## src/rtl/reg_file_pkg.sv

```systemverilog
// Shared constants, state type and elaboration helpers for the register bank.
package reg_file_pkg;

    // System clock and bus geometry
    localparam int unsigned SYS_CLOCK_MHZ  = 64;
    localparam int unsigned WB_ADDR_WIDTH  = 16;
    localparam logic [2:0]  WB_REG_PREFIX  = 3'b010;

    // Register bank defaults
    localparam int unsigned DEF_REG_COUNT        = 4;
    localparam int unsigned DEF_DATA_WIDTH       = 8;
    localparam int unsigned REG_CPU_RESET_MIN_NS = 1000;

    // Fixed register indices
    localparam int unsigned REG_CPU    = 0;
    localparam int unsigned REG_STATUS = 1;
    localparam int unsigned REG_CTRL0  = 2;

    // Bit positions inside REG_CPU
    localparam int unsigned CPU_READY_BIT = 0;
    localparam int unsigned CPU_RESET_BIT = 1;

    typedef enum logic {
        IDLE = 1'b0,
        ACK  = 1'b1
    } reg_state_t;

    // Round a duration up to whole system clock cycles.
    function automatic int unsigned ns_to_cycles(input int unsigned ns);
        return (ns * SYS_CLOCK_MHZ + 999) / 1000;
    endfunction

    // Number of bits needed to hold value (at least 1).
    function automatic int unsigned bit_width(input int unsigned value);
        int unsigned w;
        w = 1;
        while ((w < 32) && ((value >> w) != 0)) begin
            w = w + 1;
        end
        return w;
    endfunction

    // Index width keeps one spare bit so indices past REG_COUNT stay decodable
    // instead of aliasing onto real registers.
    function automatic int unsigned reg_addr_width(input int unsigned count);
        return $clog2(count) + 1;
    endfunction

endpackage

```

## src/rtl/reg_file_reset_stretch.sv

```systemverilog
// Stretches the CPU reset bit into a pulse of at least CYCLES clocks.
module reg_file_reset_stretch
    import reg_file_pkg::*;
#(
    parameter int unsigned CYCLES = 64
) (
    input  logic clock_i,
    input  logic reset_n_i,
    input  logic hold_i,
    output logic cpu_reset_o,
    output logic cpu_reset_d_o
);

    localparam int unsigned CNT_W = bit_width(CYCLES);
    localparam logic [CNT_W-1:0] LOAD = CNT_W'(CYCLES);

    logic [CNT_W-1:0] cnt_q;
    logic [CNT_W-1:0] cnt_d;
    logic             cpu_reset_q;
    logic             cpu_reset_d;

    // Hold the counter loaded while the bit is set, then count down to zero and stop.
    always_comb begin
        cnt_d = cnt_q;
        if (hold_i) begin
            cnt_d = LOAD;
        end else if (cnt_q != '0) begin
            cnt_d = cnt_q - CNT_W'(1);
        end
        cpu_reset_d = hold_i | (cnt_d != '0);
    end

    // Counter and registered reset output; reset comes up asserted and fully loaded.
    always_ff @(posedge clock_i or negedge reset_n_i) begin
        if (!reset_n_i) begin
            cnt_q       <= LOAD;
            cpu_reset_q <= 1'b1;
        end else begin
            cnt_q       <= cnt_d;
            cpu_reset_q <= cpu_reset_d;
        end
    end

    assign cpu_reset_o   = cpu_reset_q;
    assign cpu_reset_d_o = cpu_reset_d;

endmodule

```

## src/rtl/reg_file.sv

```systemverilog
// Wishbone-slave control/status register bank: CPU reset/ready, synchronised
// status and general control registers exported to the fabric.
module reg_file
    import reg_file_pkg::*;
#(
    parameter int unsigned REG_COUNT    = DEF_REG_COUNT,
    parameter int unsigned DATA_WIDTH   = DEF_DATA_WIDTH,
    parameter int unsigned RESET_MIN_NS = REG_CPU_RESET_MIN_NS,
    parameter int unsigned RESET_CYCLES = ns_to_cycles(RESET_MIN_NS),
    localparam int unsigned CTRL_N      = (REG_COUNT > 2) ? REG_COUNT - 2 : 1
) (
    input  logic                         clock_i,
    input  logic                         reset_n_i,
    input  logic [WB_ADDR_WIDTH-1:0]     wb_adr_i,
    input  logic [DATA_WIDTH-1:0]        wb_dat_i,
    output logic [DATA_WIDTH-1:0]        wb_dat_o,
    input  logic                         wb_we_i,
    input  logic                         wb_cyc_i,
    input  logic                         wb_stb_i,
    output logic                         wb_ack_o,
    output logic                         wb_stall_o,
    input  logic [DATA_WIDTH-1:0]        status_i,
    output logic                         cpu_ready_o,
    output logic                         cpu_reset_o,
    output logic [CTRL_N*DATA_WIDTH-1:0] ctrl_o
);

    localparam int unsigned REG_ADDR_WIDTH = reg_addr_width(REG_COUNT);

    reg_state_t state_q;
    reg_state_t state_d;

    logic                                 sel_c;
    logic                                 accept_c;
    logic [REG_ADDR_WIDTH-1:0]            idx_c;
    logic [DATA_WIDTH-1:0]                rdata_c;

    logic                                 ack_q;
    logic                                 ack_d;
    logic                                 stall_q;
    logic                                 stall_d;
    logic [DATA_WIDTH-1:0]                dat_q;
    logic [DATA_WIDTH-1:0]                dat_d;

    logic                                 ready_q;
    logic                                 ready_d;
    logic                                 rst_bit_q;
    logic                                 rst_bit_d;
    logic                                 cpu_ready_q;
    logic                                 cpu_ready_d;
    logic                                 cpu_reset_d;

    logic [CTRL_N-1:0][DATA_WIDTH-1:0]    ctrl_q;
    logic [CTRL_N-1:0][DATA_WIDTH-1:0]    ctrl_d;

    logic [DATA_WIDTH-1:0]                status_s1_q;
    logic [DATA_WIDTH-1:0]                status_s2_q;

    logic                                 unused_adr_c;

    // Address bits between the prefix and the index are not decoded.
    assign unused_adr_c = ^wb_adr_i[WB_ADDR_WIDTH-4:REG_ADDR_WIDTH];

    // Slave select on the register prefix, and the register index it targets.
    assign sel_c = wb_cyc_i & wb_stb_i &
                   (wb_adr_i[WB_ADDR_WIDTH-1 -: 3] == WB_REG_PREFIX);
    assign idx_c = wb_adr_i[REG_ADDR_WIDTH-1:0];

    // Bus FSM next state: accept in IDLE, spend exactly one cycle in ACK.
    always_comb begin
        state_d  = state_q;
        accept_c = 1'b0;
        case (state_q)
            IDLE: begin
                if (sel_c) begin
                    accept_c = 1'b1;
                    state_d  = ACK;
                end
            end
            ACK: begin
                state_d = IDLE;
            end
            default: begin
                state_d = IDLE;
            end
        endcase
        ack_d   = (state_d == ACK);
        stall_d = (state_d == ACK);
    end

    // Read mux; REG_CPU reports the stretched reset, not the raw bit.
    always_comb begin
        rdata_c = '0;
        if (32'(idx_c) == REG_CPU) begin
            rdata_c[CPU_READY_BIT] = ready_q;
            rdata_c[CPU_RESET_BIT] = cpu_reset_o;
        end else if (32'(idx_c) == REG_STATUS) begin
            rdata_c = status_s2_q;
        end else begin
            for (int unsigned k = 0; k < CTRL_N; k++) begin
                if ((k + REG_CTRL0 < REG_COUNT) && (32'(idx_c) == k + REG_CTRL0)) begin
                    rdata_c = ctrl_q[k];
                end
            end
        end
    end

    // Register updates on accept: writes commit here, reads capture wb_dat_o.
    always_comb begin
        ready_d   = ready_q;
        rst_bit_d = rst_bit_q;
        ctrl_d    = ctrl_q;
        dat_d     = dat_q;
        if (accept_c) begin
            if (wb_we_i) begin
                if (32'(idx_c) == REG_CPU) begin
                    ready_d   = wb_dat_i[CPU_READY_BIT];
                    rst_bit_d = wb_dat_i[CPU_RESET_BIT];
                end
                for (int unsigned k = 0; k < CTRL_N; k++) begin
                    if ((k + REG_CTRL0 < REG_COUNT) && (32'(idx_c) == k + REG_CTRL0)) begin
                        ctrl_d[k] = wb_dat_i;
                    end
                end
            end else begin
                dat_d = rdata_c;
            end
        end
        cpu_ready_d = ready_d & ~cpu_reset_d;
    end

    // Bus FSM state and bus-side outputs.
    always_ff @(posedge clock_i or negedge reset_n_i) begin
        if (!reset_n_i) begin
            state_q <= IDLE;
            ack_q   <= 1'b0;
            stall_q <= 1'b0;
            dat_q   <= '0;
        end else begin
            state_q <= state_d;
            ack_q   <= ack_d;
            stall_q <= stall_d;
            dat_q   <= dat_d;
        end
    end

    // CPU control bits, gated ready and general control registers.
    always_ff @(posedge clock_i or negedge reset_n_i) begin
        if (!reset_n_i) begin
            ready_q     <= 1'b0;
            rst_bit_q   <= 1'b1;
            cpu_ready_q <= 1'b0;
            ctrl_q      <= '0;
        end else begin
            ready_q     <= ready_d;
            rst_bit_q   <= rst_bit_d;
            cpu_ready_q <= cpu_ready_d;
            ctrl_q      <= ctrl_d;
        end
    end

    // Two-flop synchroniser for the asynchronous status inputs.
    always_ff @(posedge clock_i or negedge reset_n_i) begin
        if (!reset_n_i) begin
            status_s1_q <= '0;
            status_s2_q <= '0;
        end else begin
            status_s1_q <= status_i;
            status_s2_q <= status_s1_q;
        end
    end

    reg_file_reset_stretch #(
        .CYCLES        (RESET_CYCLES)
    ) u_reset_stretch (
        .clock_i       (clock_i),
        .reset_n_i     (reset_n_i),
        .hold_i        (rst_bit_q),
        .cpu_reset_o   (cpu_reset_o),
        .cpu_reset_d_o (cpu_reset_d)
    );

    assign wb_ack_o    = ack_q;
    assign wb_stall_o  = stall_q;
    assign wb_dat_o    = dat_q;
    assign cpu_ready_o = cpu_ready_q;
    assign ctrl_o      = ctrl_q;

endmodule

```

## config.mk

```make
export PLATFORM = sky130hd
export DESIGN_NAME = reg_file
export DESIGN_NICKNAME = d
export VERILOG_FILES = /design/src/rtl/reg_file_pkg.sv /design/src/rtl/reg_file_reset_stretch.sv /design/src/rtl/reg_file.sv
export SDC_FILE = /design/constraint.sdc
export NUM_CORES = 1
export LEC_CHECK = 0
export CAP_MARGIN = 15
export CORE_ASPECT_RATIO = 1.75
export CORE_MARGIN = 4
export CORE_UTILIZATION = 61
export DETAILED_ROUTE_END_ITERATION = 8
export DONT_BUFFER_PORTS = 1
export PLACE_DENSITY = 0.79
export SYNTH_ARGS = -nofsm -noshare
export SYNTH_HDL_FRONTEND = slang
export SYNTH_HIERARCHICAL = 1
export SYNTH_SLANG_ARGS = --single-unit
export TNS_END_PERCENT = 20
```

## constraint.sdc

```tcl
create_clock -name clock_i -period 2.4 [get_ports clock_i]
set_input_delay 0.48 -clock clock_i [delete_from_list [all_inputs] [get_ports clock_i]]
set_output_delay 0.48 -clock clock_i [all_outputs]
set_load 0.02 [all_outputs]
```

==> impl_metrics.csv, run 1 <==
group,metric,value,unit
sta,fin_ws,0.147,ns
clock_network,clock_sink_count,52,
sta,maxSlewHeadroom,67.0,%
setup_path,crit_type,"reg2reg",
clock_network,cts-hold-fix-buffers,2,
yosys,synth_xor_area_share,0.813,%
route,first_iter_violations,30,
place,place_ws,0.244,ns
setup_path,rrSetupSlack,0.15,ns
final_layout,layout_commonest_cell,"dfrtp_1",
yosys,avgSynthCellArea,14.9,µm²
yosys,ys.flop_type,"dfrtp_1",
route,wirelength,4280,µm
sta,grt_setup_unrepaired,"false",
sta,finalHoldViolations,0,
yosys,synth-simple-area-share,11.7,%
floorplan,rows,28,
final_layout,area_growth_syn_to_layout,9.52,%
sta,max_slew.worst_pin.slew,0.494,ns
yosys,syn_nets,184,
final_layout,nFillCells,246,
clock_network,cts-root-buf,"clkbuf_8",
floorplan,die_area,4580,µm²
clock_network,tritoncts,"done",
clock_network,htreeDepth,2,
global_route,gr-total-overflow,0,
yosys,synthAdderAreaFrac,1.16,%
route,dr_total_vias,1275,
global_route,grt_pass1_vias,1391,
yosys,netlist_instances,145,
sta,fin_crit_sh,93.9,%
yosys,ys_seq_elements,52,
setup_path,r2r_start,"u_reset_stretch/cnt_q[0]",
yosys,async_flop_share,100,%
pwr,p_per_area,891,nW/µm²
final_layout,final_cell_mix,"dfrtp_1, mux2_2, a22o_1, nor3_1, clkbuf_8",
hold_path,hp-class,"in2async",
setup_path,worstPathRequired,2.63,ns
floorplan,core_area,3400,µm²
route,post_drt_wl_per_cell,21.6,µm
final_layout,drive_above_1_share,32.7,%
clock_network,cts_buffers,5,
clock_network,clk_pin_slew_worst_paths,0.09,ns
final_layout,multiInputGateArea,816,µm²
floorplan,initial_core_util,63.4,%
sta,min_period,2.25,ns
setup_path,cp-end-kind,"register",
yosys,synth_edf_count,0,
route,ant_nets,0,
final_layout,instances_no_fill,198,
final_layout,ff_latch_area,1310,µm²
yosys,yosysUniqueCellTypes,39,
place,dp_cells,188,
setup_path,reg2regPathDepth,7,
status,status,"finished, final reports clean",
sta,slew_violations,0,
floorplan,fp.dieH,86.6,µm
global_route,antenna_found_initial,0,
sta,fin_tns_setup,0,ns
global_route,grt_max_degree,50,
yosys,synth_compound_area_share,9.06,%
clock_network,cts_resized,0,
sta,setup_viol,0,
setup_path,worst_r2r_endpoint,"cpu_ready_o",
route,firstDrtPassIters,4,
final_layout,antennaDiodeCount,0,
route,post-route-drc-count,0,
place,dp_hpwl,3190,µm
clock_network,postCtsSetupBuffers,0,
sta,finalClockSkew,0.00795,ns
pwr,ir_worst_vdd,0.750,mV
floorplan,die_w,52.9,µm
pwr,leakage,1.08,nW
yosys,synthesis.area,2150,µm²
floorplan,io_pins,65,
setup_path,crit_arrival,2.48,ns
yosys,synth_top_family_by_area,"multiplexers",
global_route,grtUsageTotal,20.5,%
clock_network,clock_path_buffers,2,
global_route,grt_pass1_wl,6780,µm
sta,fmax,444,MHz
place,io_buffers,0,
job,cap_violations,0,
setup_path,worstPathMaxFanout,6,
yosys,yosys-mux-area-fraction,15.1,%
final_layout,layout.nets,191,
yosys,yosysSeqAreaShare,60.6,%
setup_path,cp-start-kind,"register",
clock_network,clock_latency,0.30,ns
yosys,ys_warn_count,6,
route,viasPerCell,6.44,
place,gp_congestion,0.778,
[stage by stage]
| stage | cell area [µm²] | hold slack, ns | utilization, % | power [mW] |
|---|---|---|---|---|
| floorplan | 2150 | 0.184 | - | 1.41 |
| global placement | 2210 | 0.186 | 65.1 | 1.45 |
| detailed placement | 2210 | 0.186 | 65.1 | 1.49 |
| CTS | 2360 | 0.0165 | 69.4 | 2.11 |
| global route | 2360 | 0.0160 | 69.4 | 2.21 |
| finish | 2360 | 0.0169 | 69.4 | 2.10 |
[per-layer routing]
metal	GRT usage (%)	routed length, µm	vias to the layer above
li1	-	-	556
met1	20.2	1430	647
met2	36.7	2370	57
met3	7.57	352	15
met4	9.30	129	0
met5	0	0	-
[Yosys cell counts, types with 2 or more instances]
master	n	area share, %
dfrtp_1	49	57
mux2_2	23	12
a22o_1	14	5.7
nor3_1	6	1.4
clkbuf_1	4	0.70
dfstp_2	3	3.7
inv_1	3	0.52
nor2_1	3	0.52
ha_1	2	1.2
mux4_2	2	2.1
nand2b_1	2	0.58
nand3_1	2	0.46
nor4b_1	2	0.81
o21ai_0	2	0.46
or2_2	2	0.58
or3_1	2	0.58
xnor2_1	2	0.81
[power breakdown]
part / switching (mW) / internal, mW
Combinational: 0.196 / 0.195
Sequential: 0.134 / 0.984
Clock: 0.277 / 0.315
Total: 0.608 / 1.49
[worst max-delay path: stages, from the launching register on]
cell and delay, ns:
dfrtp_1 0.44, inv_1 0.14, ha_1 0.20, or4b_1 0.56, nor4_1 0.27, o2111ai_1 0.22
nand2b_1 0.21, mux2i_1 0.14
[final cells by class]
type,count,area share (%)
flip-flops and latches,52,55.3
clock buffers,6,3.08
well taps,45,2.39
clock inverters,2,1.64
repair buffers,5,2.55
multi-input cells,85,34.6
inverters,3,0.477
[worst max-delay path by stage]
stage / depth (start not counted) / from / to / slack [ns]
after floorplan: 3 / wb_adr_i[2] / ctrl_o[0] / 0.50
after global placement: 3 / wb_adr_i[2] / ctrl_o[1] / 0.34
after detailed placement: 7 / u_reset_stretch/cnt_q[0] / cpu_ready_o / 0.24
after CTS: 7 / u_reset_stretch/cnt_q[0] / cpu_ready_o / 0.22
after global routing: 7 / u_reset_stretch/cnt_q[0] / cpu_ready_o / 0.08
final: 7 / u_reset_stretch/cnt_q[0] / cpu_ready_o / 0.15
[sequential cells by signal (all words and copies together), names as in the netlist]
signal	cells
rst_bit_q	1
wb_dat_o	8
wb_stall_o	1
cpu_ready_o	1
ready_q	1
status_s1_q	8
status_s2_q	8
u_reset_stretch/cpu_reset_o	1
u_reset_stretch/cnt_q	7
ctrl_o	16
[cell families (layout without fill, tap and decap cells)]
logic type      count (synthesis)  count (layout)
buf+inv                         8              16
fa+ha+maj                       2               2
mux                            27              27
xor+xnor                        2               2
flops                          52              52
simple gates                   31              31
compound gates                 23              23
Power figures use the tool's default switching activity.
==> run 2, diff against run 1 <==
- CAP_MARGIN: 15 -> unset
- CORE_ASPECT_RATIO: 1.75 -> 1.1
- PLACE_DENSITY: 0.79 -> 0.77
==> impl_metrics.csv, run 2 (synthesis results as in run 1) <==
group,metric,value,unit
pwr,p_per_area,847,nW/µm²
final_layout,utilization,69.6,%
route,post-route-drc-count,0,
clock_network,clock_path_buffers,2,
setup_path,worstPathMaxFanout,6,
clock_network,clock_latency,0.37,ns
setup_path,endpoint,"cpu_ready_o",
sta,grt_setup_unrepaired,"false",
floorplan,die_w,64.7,µm
route,first_iter_violations,85,
route,wirelength,4160,µm
setup_path,cp-start-kind,"register",
route,post_drt_wl_per_cell,20.7,µm
setup_path,crit_chain,"inv_1 > ha_1 > or4b_1 > nor4_1 > o2111ai_2 > nand2b_1 > mux2i_1",
clock_network,tritoncts,"done",
sta,fin_crit_sh,92.3,%
setup_path,reg2regPathDepth,7,
pwr,leakage,1.07,nW
setup_path,cp-end-kind,"register",
global_route,grt_pass1_wl,6960,µm
pwr,finalPower,1.98,mW
floorplan,die_area,4550,µm²
sta,finalClockSkew,0.0114,ns
final_layout,final_cell_mix,"dfrtp_1, mux2_2, a22o_1, nor3_1, clkbuf_4",
sta,maxSlewHeadroom,66.3,%
clock_network,htreeDepth,2,
global_route,gr-total-overflow,0,
final_layout,antennaDiodeCount,0,
final_layout,drive_above_1_share,34.0,%
setup_path,crit_type,"reg2reg",
route,ant_nets,0,
place,gp_congestion,0.701,
final_layout,layout_commonest_cell,"dfrtp_1",
place,postPlaceCellArea,2210,µm²
setup_path,cp-startpoint,"u_reset_stretch/cnt_q[0]",
sta,fmax,452,MHz
floorplan,io_pins,65,
global_route,grt_pass1_vias,1406,
global_route,grtUsageTotal,20.6,%
global_route,antenna_found_initial,0,
sta,finalHoldViolations,0,
pwr,ir_worst_vdd,0.468,mV
final_layout,area_growth_syn_to_layout,8.54,%
setup_path,slowest_delay,0.53,ns
setup_path,cp_slowest_cell,"or4b_1",
sta,setup_viol,0,
status,status,"finished, final reports clean",
setup_path,worst_r2r_endpoint,"cpu_ready_o",
route,firstDrtPassIters,4,
clock_network,cts_buffers,5,
floorplan,initial_core_util,64.2,%
floorplan,core_area,3360,µm²
sta,max_slew.worst_pin.slew,0.499,ns
final_layout,layout.nets,191,
final_layout,final_area,2340,µm²
setup_path,rrSetupSlack,0.19,ns
sta,slew_violations,0,
setup_path,worstPathRequired,2.70,ns
final_layout,largest_reg_flops,16,
sta,min_period,2.21,ns
clock_network,cts-root-buf,"clkbuf_4",
sta,fin_tns_setup,0,ns
floorplan,fp.dieH,70.3,µm
setup_path,crit_arrival,2.52,ns
clock_network,clk_pin_slew_worst_paths,0.14,ns
job,cap_violations,0,
route,dr_total_vias,1263,
place,io_buffers,0,
clock_network,clock_sink_count,52,
sta,worst_hold_slack,0.117,ns
hold_path,hp-class,"in2reg",
setup_path,r2r_start,"u_reset_stretch/cnt_q[0]",
floorplan,rows,22,
global_route,grt_max_degree,53,
route,viasPerCell,6.28,
place,dp_hpwl,3080,µm
-- run 2: cell count changes in the layout (fill, tap and decap cells not counted) --
cell        change
clkbuf_8        -5
clkinv_2        +1
clkbuf_1        -1
o2111ai_2       +1
o2111ai_1       -1
inv_6           -1
clkbuf_4        +5
clkinvlp_4      +1
-- run 2: cell type report --
class                   instances  area [µm²]
multi-input cells              85         822
flip-flops and latches         52        1310
repair buffers                  5        60.1
well taps                      48        60.1
clock inverters                 3        42.5
clock buffers                   5        37.5
inverters                       3        11.3
fillers                       236        1020
-- run 2: power breakdown --
part | leakage [nW] | switching [mW] | internal (mW)
sequential | 0.664 | 0.135 | 0.984
combinational | 0.361 | 0.184 | 0.197
clock | 0.0412 | 0.264 | 0.217
total | 1.07 | 0.583 | 1.40
-- run 2: how the worst min path moves through the flow --
stage,slack (ns),end,depth (start not counted),from
after global routing,0.07,status_s1_q[3],0,status_i[3]
after detailed placement,0.19,cpu_ready_o,0,reset_n_i
after CTS,0.1,status_s1_q[1],0,status_i[1]
final,0.12,status_s1_q[1],0,status_i[1]
after floorplan,0.18,cpu_ready_o,0,reset_n_i
after global placement,0.19,cpu_ready_o,0,reset_n_i
-- run 2: metrics by stage --
step / instances / worst slack [ns]
after CTS: 201 / 0.214
after global routing: 201 / 0.0283
after global placement: 191 / 0.344
final: 201 / 0.186
after detailed placement: 191 / 0.241
after floorplan: 145 / 0.500
-- run 2: critical path: cells and delay by family (launching register included) --
kind                       cells  cell delay, ns
muxes                          1            0.14
DFF                            1            0.46
buffers and inverters          1            0.13
adders and majority gates      1            0.20
AOI/OAI and AO/OA              1            0.20
and+or+nand+nor                3            1.02
-- run 2: metal layers --
layer	wire, µm	vias to the layer above	track usage, %
met3	361	6	8.04
met1	1580	648	23.9
met4	59	0	6.34
met2	2160	53	35.0
li1	-	556	-
met5	0	-	0
-- run 2: repair_timing --
action / CTS / global route
endpoints found under the hold margin: 52 / 0
resized for setup: 0 / 1
hold buffers: 2 / 0
setup endpoints to repair: 0 / 1
setup buffers: 0 / 0
==> run 3, diff against run 2 <==
- CORE_UTILIZATION: 61 -> 65
- CTS_BUF_LIST: unset -> sky130_fd_sc_hd__clkbuf_2
- PLACE_DENSITY: 0.77 -> 0.81
==> impl_metrics.csv, run 3 (synthesis results as in run 1) <==
group,metric,value,unit
final_layout,largest_reg_flops,16,
place,gp_congestion,0.935,
clock_network,tritoncts,"done",
floorplan,die_w,62.9,µm
clock_network,cts-root-buf,"clkbuf_2",
sta,setup_viol,0,
clock_network,clock_path_buffers,2,
final_layout,ff_latch_area,1310,µm²
setup_path,r2r_start,"u_reset_stretch/cnt_q[0]",
sta,slew_violations,0,
final_layout,final_cell_mix,"dfrtp_1, mux2_2, a22o_1, nor3_1, clkbuf_2",
global_route,grt_pass1_wl,6790,µm
pwr,sw_frac_of_total,31.1,%
final_layout,layout_commonest_cell,"dfrtp_1",
pwr,power.switching,0.567,mW
pwr,pwr-share-clk,17.9,%
place,postPlaceCellArea,2200,µm²
pwr,finalPower,1.82,mW
sta,finalHoldViolations,0,
floorplan,die_area,4300,µm²
global_route,antenna_found_initial,0,
place,place_ws,0.324,ns
setup_path,worstPathRequired,2.75,ns
setup_path,cp-startpoint,"u_reset_stretch/cnt_q[0]",
place,dp_hpwl,2830,µm
setup_path,reg2regPathDepth,7,
setup_path,endpoint,"cpu_ready_o",
setup_path,crit_type,"reg2reg",
sta,grt_setup_unrepaired,"false",
floorplan,rows,21,
clock_network,clock_latency,0.42,ns
final_layout,nFillCells,201,
sta,finalClockSkew,0.0195,ns
global_route,grt_pass1_vias,1310,
pwr,p_int,1.26,mW
hold_path,hp-class,"in2reg",
setup_path,worst_r2r_endpoint,"cpu_ready_o",
sta,fin_ws,0.252,ns
final_layout,layout.nets,195,
route,wirelength,4130,µm
sta,fin_crit_sh,89.5,%
clock_network,cts_buffers,5,
final_layout,antennaDiodeCount,0,
sta,maxSlewHeadroom,66.7,%
pwr,ir_worst_vdd,0.399,mV
route,ant_nets,0,
route,dr_total_vias,1255,
route,viasPerCell,6.57,
global_route,grt_max_degree,53,
clock_network,clock_sink_count,52,
sta,min_period,2.15,ns
floorplan,core_area,3130,µm²
pwr,leakage,1.07,nW
setup_path,crit_arrival,2.50,ns
sta,fin_tns_setup,0,ns
setup_path,cp-start-kind,"register",
setup_path,rrSetupSlack,0.25,ns
sta,max_slew.worst_pin.slew,0.497,ns
job,cap_violations,0,
route,first_iter_violations,69,
route,post-route-drc-count,0,
floorplan,initial_core_util,68.9,%
final_layout,multiInputGateArea,816,µm²
setup_path,worstPathMaxFanout,6,
floorplan,io_pins,65,
final_layout,drive_above_1_share,31.8,%
setup_path,cp-end-kind,"register",
final_layout,utilization,74.1,%
pwr,power_frac_seq,61.4,%
clock_network,htreeDepth,2,
clock_network,clk_pin_slew_worst_paths,0.23,ns
global_route,gr-total-overflow,0,
pwr,p_per_area,787,nW/µm²
global_route,grtUsageTotal,21.2,%
final_layout,area_growth_syn_to_layout,7.49,%
place,io_buffers,0,
clock_network,cts_resized,0,
pwr,p_comb_share,20.7,%
status,status,"finished, final reports clean",
route,firstDrtPassIters,6,
floorplan,fp.dieH,68.4,µm
final_layout,final_area,2320,µm²
route,post_drt_wl_per_cell,21.6,µm
sta,fmax,466,MHz
-- run 3: cell types whose count changed in the layout (fill, tap and decap cells not counted), sizes merged --
cell / before / now
clkbuf: 5 / 6
bufinv: 1 / 0
dlygate4sd3: 1 / 5
-- run 3: how the worst min path moves through the flow --
stage / start / endpoint / cells after the start
global route: status_i[1] / status_s1_q[1] / 0
global placement: reset_n_i / ready_q / 0
finish: status_i[1] / status_s1_q[1] / 0
detailed placement: reset_n_i / ready_q / 0
CTS: status_i[4] / status_s1_q[4] / 0
floorplan: reset_n_i / cpu_ready_o / 0
-- run 3: power groups by stage --
stage	Clock [mW]	Sequential [mW]	Combinational, mW
after floorplan	0	1.10	0.306
after global placement	0	1.12	0.325
after detailed placement	0	1.13	0.353
after CTS	0.337	1.12	0.375
after global routing	0.380	1.13	0.425
final	0.326	1.12	0.377
-- run 3: timing repair --
| action | in CTS | in global routing |
|---|---|---|
| setup buffers | 0 | 0 |
| hold buffers | 2 | 4 |
| hold endpoints to repair | 52 | 4 |
| endpoints found under the setup margin | 0 | 0 |
-- run 3: through the flow --
stage / hold WS, ns / std cells
4_1_cts: 0.0330 / 187
6_report: 0.0667 / 191
5_1_grt: 0.00444 / 191
3_3_place_gp: 0.186 / 177
3_5_place_dp: 0.186 / 177
2_1_floorplan: 0.184 / 145
-- run 3: final cells by class --
cell class	count	area share, %
tap	34	1.84
timing repair buffer	9	4.32
inverter	3	0.486
sequential	52	56.3
clock buffer	6	1.30
clock inverter	2	0.486
multi-input combinational	85	35.2
-- run 3: per-layer routing --
| metal | part of all wire, % | track usage (%) | wire, µm | up-vias |
|---|---|---|---|---|
| met5 | 0 | 0 | 0 | - |
| met4 | 1.2 | 6.06 | 49 | 0 |
| met3 | 7.8 | 8.21 | 321 | 7 |
| met2 | 52 | 36.1 | 2130 | 58 |
| met1 | 39 | 25.4 | 1620 | 625 |
| li1 | - | - | - | 565 |
-- run 3: critical path: stages, from the launching register on --
cell       delay [ns]
dfrtp_1          0.49
inv_1            0.12
ha_1             0.19
or4b_1           0.53
nor4_1           0.20
o2111ai_1        0.20
nand2b_1         0.21
mux2i_1          0.16
